--- src/rtl/router_pkt_tx.sv ---
// Packet source for the router input port: buffers host payload bytes, then emits
// header {len,addr}, len payload bytes and a parity byte, stalling on busy.
module router_pkt_tx #(
  parameter int unsigned DEPTH    = 64,
  parameter int unsigned CW       = 7,
  parameter logic [7:0]  PAR_FLIP = 8'h01
) (
  input  logic          clock,
  input  logic          reset,
  input  logic          wr_en,
  input  logic [7:0]    wr_data,
  output logic          buf_full,
  output logic [CW-1:0] buf_count,
  output logic          wr_ovf,
  input  logic          start,
  input  logic [1:0]    addr,
  input  logic [5:0]    len,
  input  logic          corrupt,
  input  logic          busy,
  output logic          pkt_valid,
  output logic [7:0]    data_out,
  output logic          tx_active,
  output logic          done,
  output logic          start_err
);
  localparam int unsigned AW = (DEPTH > 1) ? $clog2(DEPTH) : 1;

  typedef enum logic [1:0] {IDLE, HEADER, PAYLOAD, PARITY} state_t;
  state_t state, state_n;

  logic [7:0]    mem [DEPTH];
  logic [AW-1:0] wr_ptr, rd_ptr;
  logic [5:0]    len_q, sent, sent_n;
  logic          corrupt_q;
  logic [7:0]    parity, parity_n, data_n;
  logic          pkt_valid_n, tx_active_n, done_n, start_err_n;
  logic          accept, push, pop;
  logic [CW-1:0] count_n;

  assign push = wr_en && !buf_full;

  always_comb begin
    state_n     = state;
    data_n      = data_out;
    pkt_valid_n = pkt_valid;
    tx_active_n = tx_active;
    done_n      = 1'b0;
    start_err_n = 1'b0;
    parity_n    = parity;
    sent_n      = sent;
    accept      = 1'b0;
    pop         = 1'b0;
    case (state)
      IDLE: begin
        if (start) begin
          if (len != '0 && addr != 2'd3 && buf_count >= CW'(len)) begin
            accept      = 1'b1;
            state_n     = HEADER;
            data_n      = {len, addr};
            parity_n    = {len, addr};
            pkt_valid_n = 1'b1;
            tx_active_n = 1'b1;
            sent_n      = '0;
          end else begin
            start_err_n = 1'b1;
          end
        end
      end
      HEADER: begin
        if (!busy) begin
          pop      = 1'b1;
          data_n   = mem[rd_ptr];
          parity_n = parity ^ mem[rd_ptr];
          sent_n   = 6'd1;
          state_n  = PAYLOAD;
        end
      end
      PAYLOAD: begin
        if (!busy) begin
          // parity already includes the byte currently on data_out
          if (sent == len_q) begin
            state_n     = PARITY;
            data_n      = parity ^ (corrupt_q ? PAR_FLIP : 8'h00);
            pkt_valid_n = 1'b0;
          end else begin
            pop      = 1'b1;
            data_n   = mem[rd_ptr];
            parity_n = parity ^ mem[rd_ptr];
            sent_n   = sent + 6'd1;
          end
        end
      end
      PARITY: begin
        if (!busy) begin
          state_n     = IDLE;
          done_n      = 1'b1;
          tx_active_n = 1'b0;
        end
      end
      default: state_n = IDLE;
    endcase
  end

  always_comb begin
    count_n = buf_count;
    if (push && !pop)      count_n = buf_count + CW'(1);
    else if (pop && !push) count_n = buf_count - CW'(1);
  end

  always_ff @(posedge clock) begin
    if (push) mem[wr_ptr] <= wr_data;
  end

  always_ff @(posedge clock or posedge reset) begin
    if (reset) state <= IDLE;
    else       state <= state_n;
  end

  always_ff @(posedge clock or posedge reset) begin
    if (reset) begin
      wr_ptr    <= '0;
      rd_ptr    <= '0;
      buf_count <= '0;
      buf_full  <= 1'b0;
      wr_ovf    <= 1'b0;
      data_out  <= 8'h00;
      pkt_valid <= 1'b0;
      tx_active <= 1'b0;
      done      <= 1'b0;
      start_err <= 1'b0;
      parity    <= 8'h00;
      sent      <= '0;
      len_q     <= '0;
      corrupt_q <= 1'b0;
    end else begin
      if (push) wr_ptr <= (wr_ptr == AW'(DEPTH - 1)) ? '0 : wr_ptr + AW'(1);
      if (pop)  rd_ptr <= (rd_ptr == AW'(DEPTH - 1)) ? '0 : rd_ptr + AW'(1);
      buf_count <= count_n;
      buf_full  <= (count_n == CW'(DEPTH));
      wr_ovf    <= wr_en && buf_full;
      data_out  <= data_n;
      pkt_valid <= pkt_valid_n;
      tx_active <= tx_active_n;
      done      <= done_n;
      start_err <= start_err_n;
      parity    <= parity_n;
      sent      <= sent_n;
      if (accept) begin
        len_q     <= len;
        corrupt_q <= corrupt;
      end
    end
  end
endmodule

--- config.mk ---
export PLATFORM = sky130hd
export DESIGN_NAME = router_pkt_tx
export DESIGN_NICKNAME = d
export VERILOG_FILES = /design/src/rtl/router_pkt_tx.sv
export SDC_FILE = /design/constraint.sdc
export NUM_CORES = 1
export LEC_CHECK = 0
export ABC_AREA = 0
export CORE_MARGIN = 5
export CORE_UTILIZATION = 55
export CTS_CLUSTER_DIAMETER = 150
export DETAILED_ROUTE_END_ITERATION = 8
export GPL_ROUTABILITY_DRIVEN = 0
export PLACE_DENSITY = 0.74
export REMOVE_ABC_BUFFERS = 1
export SYNTH_ARGS = -nofsm -noshare
export SYNTH_HDL_FRONTEND = slang
export SYNTH_SLANG_ARGS = --single-unit
--- constraint.sdc ---
create_clock -name clock -period 2.9 [get_ports clock]
set_input_delay 0.435 -clock clock [delete_from_list [all_inputs] [get_ports clock]]
set_output_delay 0.435 -clock clock [all_outputs]
set_load 0.03 [all_outputs]
==> results.toml, run 1 <==
[status]
outcome = "finished clean"

[finish]
post-route-util_pct = 65.1
layout_commonest_cell = "edfxtp_1"
syn2layout_area_growth_pct = 17.3
diodes = 0
drive_above_1_share_pct = 26.4
layout_common_cells = "edfxtp_1 (512), buf_4 (162), mux4_2 (106), nor2_1 (98), nand2_1 (57)"
fin_cells = 2067
finalInstanceArea_mm2 = 0.0272
final_net_count = 1524

[placed_design]
port_buffers = 42
dp_cells = 1951
dp_slack_ps = -50.2
hpwl_mm = 32.9
placed_area_mm2 = 0.0252

[setup_path]
end_kind = "flop"
crit_arrival_ps = 3350
ff2ff_path_depth = 7
rrSetupSlack_ps = 30
critPathRequiredTime_ps = 3380
critPathKind = "flop to flop"
r2r-end = "parity[2]"
crit_fanout = 22
rr_startpoint = "rd_ptr[0]"
cp-start-kind = "flop"

[synth]
synth_edf_count = 512
synth_cells = 1277
yosysUniqueCellTypes = 72
netlist_area_mm2 = 0.0232
ys_warn_count = 0
synth.avg_cell_area_um2 = 18.2
ys_seq_elements = 568
synth_flop_cell = "edfxtp_1"
synth_seq_area_share_pct = 72.3
synthArstFlopShare_pct = 9.86

[global_routing]
grt_usage_pct = 22.6
grt_pass1_vias = 12800
grt_max_degree = 65
grt_pass1_wl_mm = 79.6
antenna_found_initial = 1
overflow = 0

[clock_network]
postCtsHoldBufs = 0
root_buffer = "clkbuf_16"
cts_buffer_depth = 3
cts_sinks = 568
htreeDepth = 2
clkTransAtPathRegs_ps = 60
insertion_delay_ps = 600
cts_tree = "yes"
cts-buffers-inserted = 55

[power]
total_leakage_power_nw = 9.28
vdd_drop_max_uv = 418
finalPower_mw = 25.7
power_density_mw_per_mm2 = 942

[timing]
fmax_mhz = 348
setup-tns-final_ps = 0
min_period_over_period_pct = 99.1
setup_viol = 0
worst_pin_slew_ps = 801
finalHoldViolations = 0
fin_skew_ps = 19.1
hold_slack_ps = 58.4
finalCriticalPeriod_ps = 2870
slew_viol_final = 0
fin_ws_ps = 26.5
slew_headroom_pct = 46.6

[floorplan]
row_count = 75
die_h_um = 215
io_pins = 43
initial_core_util_pct = 55.5
die_w_um = 215
core_mm2 = 0.0419
die-area_mm2 = 0.0464

[drt]
drcViolationCount = 0
vias = 12800
initialDrtViolationCount = 1467
vias_per_cell = 6.19
wire_per_inst_um = 25.3
ant_nets = 0
drt_wl_total_mm = 52.4
first_pass_iters = 5

[hold_path]
holdCritPathClass = "primary input to async pin"

[run]
drv_cap = 0
area by class of cell:
| cell class | instances | area [um^2] |
|---|---|---|
| Clock buffer | 64 | 1430 |
| Clock inverter | 36 | 442 |
| Fill cell | 2733 | 14600 |
| Inverter | 16 | 60.1 |
| Multi-Input combinational cell | 628 | 6000 |
| Sequential cell | 568 | 16800 |
| Tap cell | 539 | 674 |
| Timing Repair Buffer | 216 | 1850 |
cell usage after synthesis, drive strengths merged, types with 16 or more instances:
cell type | instances | area [um^2]
dfrtp | 56 | 1400
nor2 | 99 | 374
edfxtp | 512 | 15400
mux4 | 115 | 2620
mux2i | 46 | 460
clkbuf | 24 | 95.1
ha | 17 | 213
nand2 | 57 | 214
inv | 16 | 60.1
nand3 | 52 | 260
buf | 41 | 334
o21ai | 24 | 124
a22oi | 27 | 203
nor2b | 18 | 113
a21oi | 20 | 100
worst max-delay path, cell delays in order, from the launching register on:
cell	delay, ps
dfrtp_4	510
buf_12	240
mux4_1	610
mux2_2	310
o2111ai_1	360
o311ai_1	250
nand2_1	150
mux2_4	300
repair_timing:
item	CTS	global route
resized for setup	0	11
endpoints found under the setup margin	0	10
setup buffers	0	15
hold endpoints to repair	0	0
flip-flops by register name (all words and copies together), names as in the netlist, 2 cells and up:
signal and flops:
buf_count 7, data_out 8, len_q 6, mem 512
parity 8, rd_ptr 6, sent 6, state 2
wr_ptr 6
worst max-delay path by stage:
stage / start / end / slack [ps] / cells after the start
after floorplan: rd_ptr[0] / parity[2] / -2770 / 6
after global routing: rd_ptr[0] / data_out[0] / -20 / 9
after CTS: rd_ptr[0] / data_out[0] / 20 / 9
final: rd_ptr[0] / parity[2] / 30 / 7
after detailed placement: len[2] / parity[3] / -50 / 10
after global placement: len[2] / parity[0] / 70 / 10
routing by layer:
| layer | global-route usage (%) | up-vias | wire length (um) |
|---|---|---|---|
| met2 | 34.9 | 634 | 24800 |
| met1 | 32.9 | 6453 | 21100 |
| met5 | 0 | - | 12 |
| met3 | 4.40 | 125 | 4510 |
| li1 | - | 5580 | - |
| met4 | 7.77 | 2 | 1910 |
cells by family after synthesis:
group / count (synthesis) / synth area share, %
DFF: 568 / 72.3
and+or+nand+nor: 275 / 5.54
AOI/OAI and AO/OA: 142 / 4.51
buffers and inverters: 81 / 2.11
adders and majority gates: 18 / 0.959
xor gates and xnor gates: 22 / 0.830
muxes: 171 / 13.8
power breakdown:
part / total (mW) / internal (mW) / switching, mW
Clock: 7.38 / 4.41 / 2.97
Combinational: 8.26 / 3.78 / 4.48
Sequential: 10.0 / 9.50 / 0.529
Total: 25.7 / 17.7 / 7.98
No activity file was read; power rests on OpenSTA's default activity.
==> inputs of run 2 (changes only) <==
- REMOVE_ABC_BUFFERS: 1 -> default
- clock period: 2.9 -> 3.7 ns (I/O delays scaled with it)
==> results.toml, run 2 (synthesis results as in run 1) <==
[status]
outcome = "finished, violations left"
violations = "DRC"

[synth]
syn_nets = 1316

[global_routing]
grt_pass1_vias = 12800
antenna_found_initial = 0
grt_pass1_wl_mm = 80.9
overflow = 0
grt_usage_pct = 22.9
grt_max_degree = 65

[floorplan]
row_count = 75
core_mm2 = 0.0419
die_h_um = 215
initial_core_util_pct = 55.5
die-area_mm2 = 0.0464
die_w_um = 215
io_pins = 43

[placed_design]
placed_area_mm2 = 0.0245
port_buffers = 42
hpwl_mm = 32.9
dp_cells = 1863
dp_slack_ps = 427

[timing]
rsz0062_at_grt = "no"
fmax_mhz = 319
hold_slack_ps = 472
finalHoldViolations = 0
fin_ws_ps = 566
setup_viol = 0
worst_pin_slew_ps = 1320
setup-tns-final_ps = 0
fin_skew_ps = 21.5
slew_viol_final = 0
slew_headroom_pct = 11.7
min_period_over_period_pct = 84.7
finalCriticalPeriod_ps = 3130

[setup_path]
critPathMostFrequentCell = "nand3_1"
cp-start-kind = "flop"
crit_path_max_incr_delay_ps = 860
end_kind = "flop"
cp_top_family = "compound AO/OA/AOI/OAI gates"
slowest_stage = "dfrtp_4"
crit_arrival_ps = 3610
critPathKind = "flop to flop"
critPathRequiredTime_ps = 4180
worst-path-buf-inv = 1
crit_fanout = 36
cp_cell_sequence = "buf_12 > mux4_2 > a22oi_1 > nand3_1 > a222oi_1 > or4_1 > nand3_1"

[drt]
drt_wl_total_mm = 52.7
vias_per_cell = 6.45
vias = 12700
initialDrtViolationCount = 1659
wire_per_inst_um = 26.8
first_pass_iters = 9
ant_nets = 0
drcViolationCount = 3

[finish]
drive_above_1_share_pct = 20.5
fin_cells = 1966
diodes = 0
reg_top3 = "mem x512, data_out x8, parity x8"
post-route-util_pct = 62.8
layout_common_cells = "edfxtp_1 (512), mux4_2 (106), nor2_1 (98), buf_4 (62), nand2_1 (57)"
finalInstanceArea_mm2 = 0.0263
layout_commonest_cell = "edfxtp_1"
largest_reg_flops = 512
final_net_count = 1420
syn2layout_area_growth_pct = 13.3
fillers = 2854
top_register = "mem"

[clock_network]
cts_buffer_depth = 3
htreeDepth = 2
cts_tree = "yes"
cts-resized-gates = 0
cts_sinks = 568
clkTransAtPathRegs_ps = 60
cts-buffers-inserted = 55
postCtsHoldBufs = 0
insertion_delay_ps = 610
post_cts_buffers = 0
root_buffer = "clkbuf_16"

[power]
finalPower_mw = 19.4
vdd_drop_max_uv = 419
total_leakage_power_nw = 8.67
power_density_mw_per_mm2 = 738

[run]
drv_cap = 0

[hold_path]
holdCritPathClass = "primary input to async pin"
-- run 2: cell count changes in the layout (fill, tap and decap cells not counted), sizes merged --
cell	previous run	this run
buf	181	78
bufinv	10	7
clkbuf	65	63
clkinv	22	20
clkinvlp	3	9
inv	17	20
-- run 2: per-layer routing --
metal	global-route usage [%]	up-vias	part of all wire, %
li1	-	5382	-
met1	32.9	6526	41
met2	35.7	637	47
met3	4.54	126	8.5
met4	8.11	0	3.5
met5	0	-	0
-- run 2: final cells by class --
type                       instances  area, um^2  area share, %
sequential                       568       16800           63.8
clock inverter                    40         409           1.56
tap                              539         674           2.56
inverter                          16        60.1          0.228
timing repair buffer             112        1010           3.82
clock buffer                      63        1420           5.39
multi-input combinational        628        5950           22.6
-- run 2: worst paths after layout --
path	from	end	slack, ps	cells past startpoint
hold / removal	reset	buf_count[0]	470	2
max in group asynchronous	reset	rd_ptr[5]	2540	3
min in group clock	data_out[3]	data_out[3]	510	2
hold reg to reg	data_out[3]	data_out[3]	510	2
setup reg to reg	rd_ptr[1]	parity[4]	570	7
setup / recovery	rd_ptr[1]	parity[4]	570	7
-- run 2: power breakdown --
group	internal [mW]	total [mW]	switching (mW)	leakage [nW]
clock	3.25	5.64	2.39	0.869
combinational	2.48	5.75	3.26	2.50
sequential	7.45	8.01	0.562	5.30
-- run 2: worst reg2reg max path: cells and delay by family, from the launching register on --
family                 cells  cell delay [ps]
AOI/OAI and AO/OA          2              950
DFF                        1              860
and+or+nand+nor            3              500
muxes                      1              390
buffers and inverters      1              320
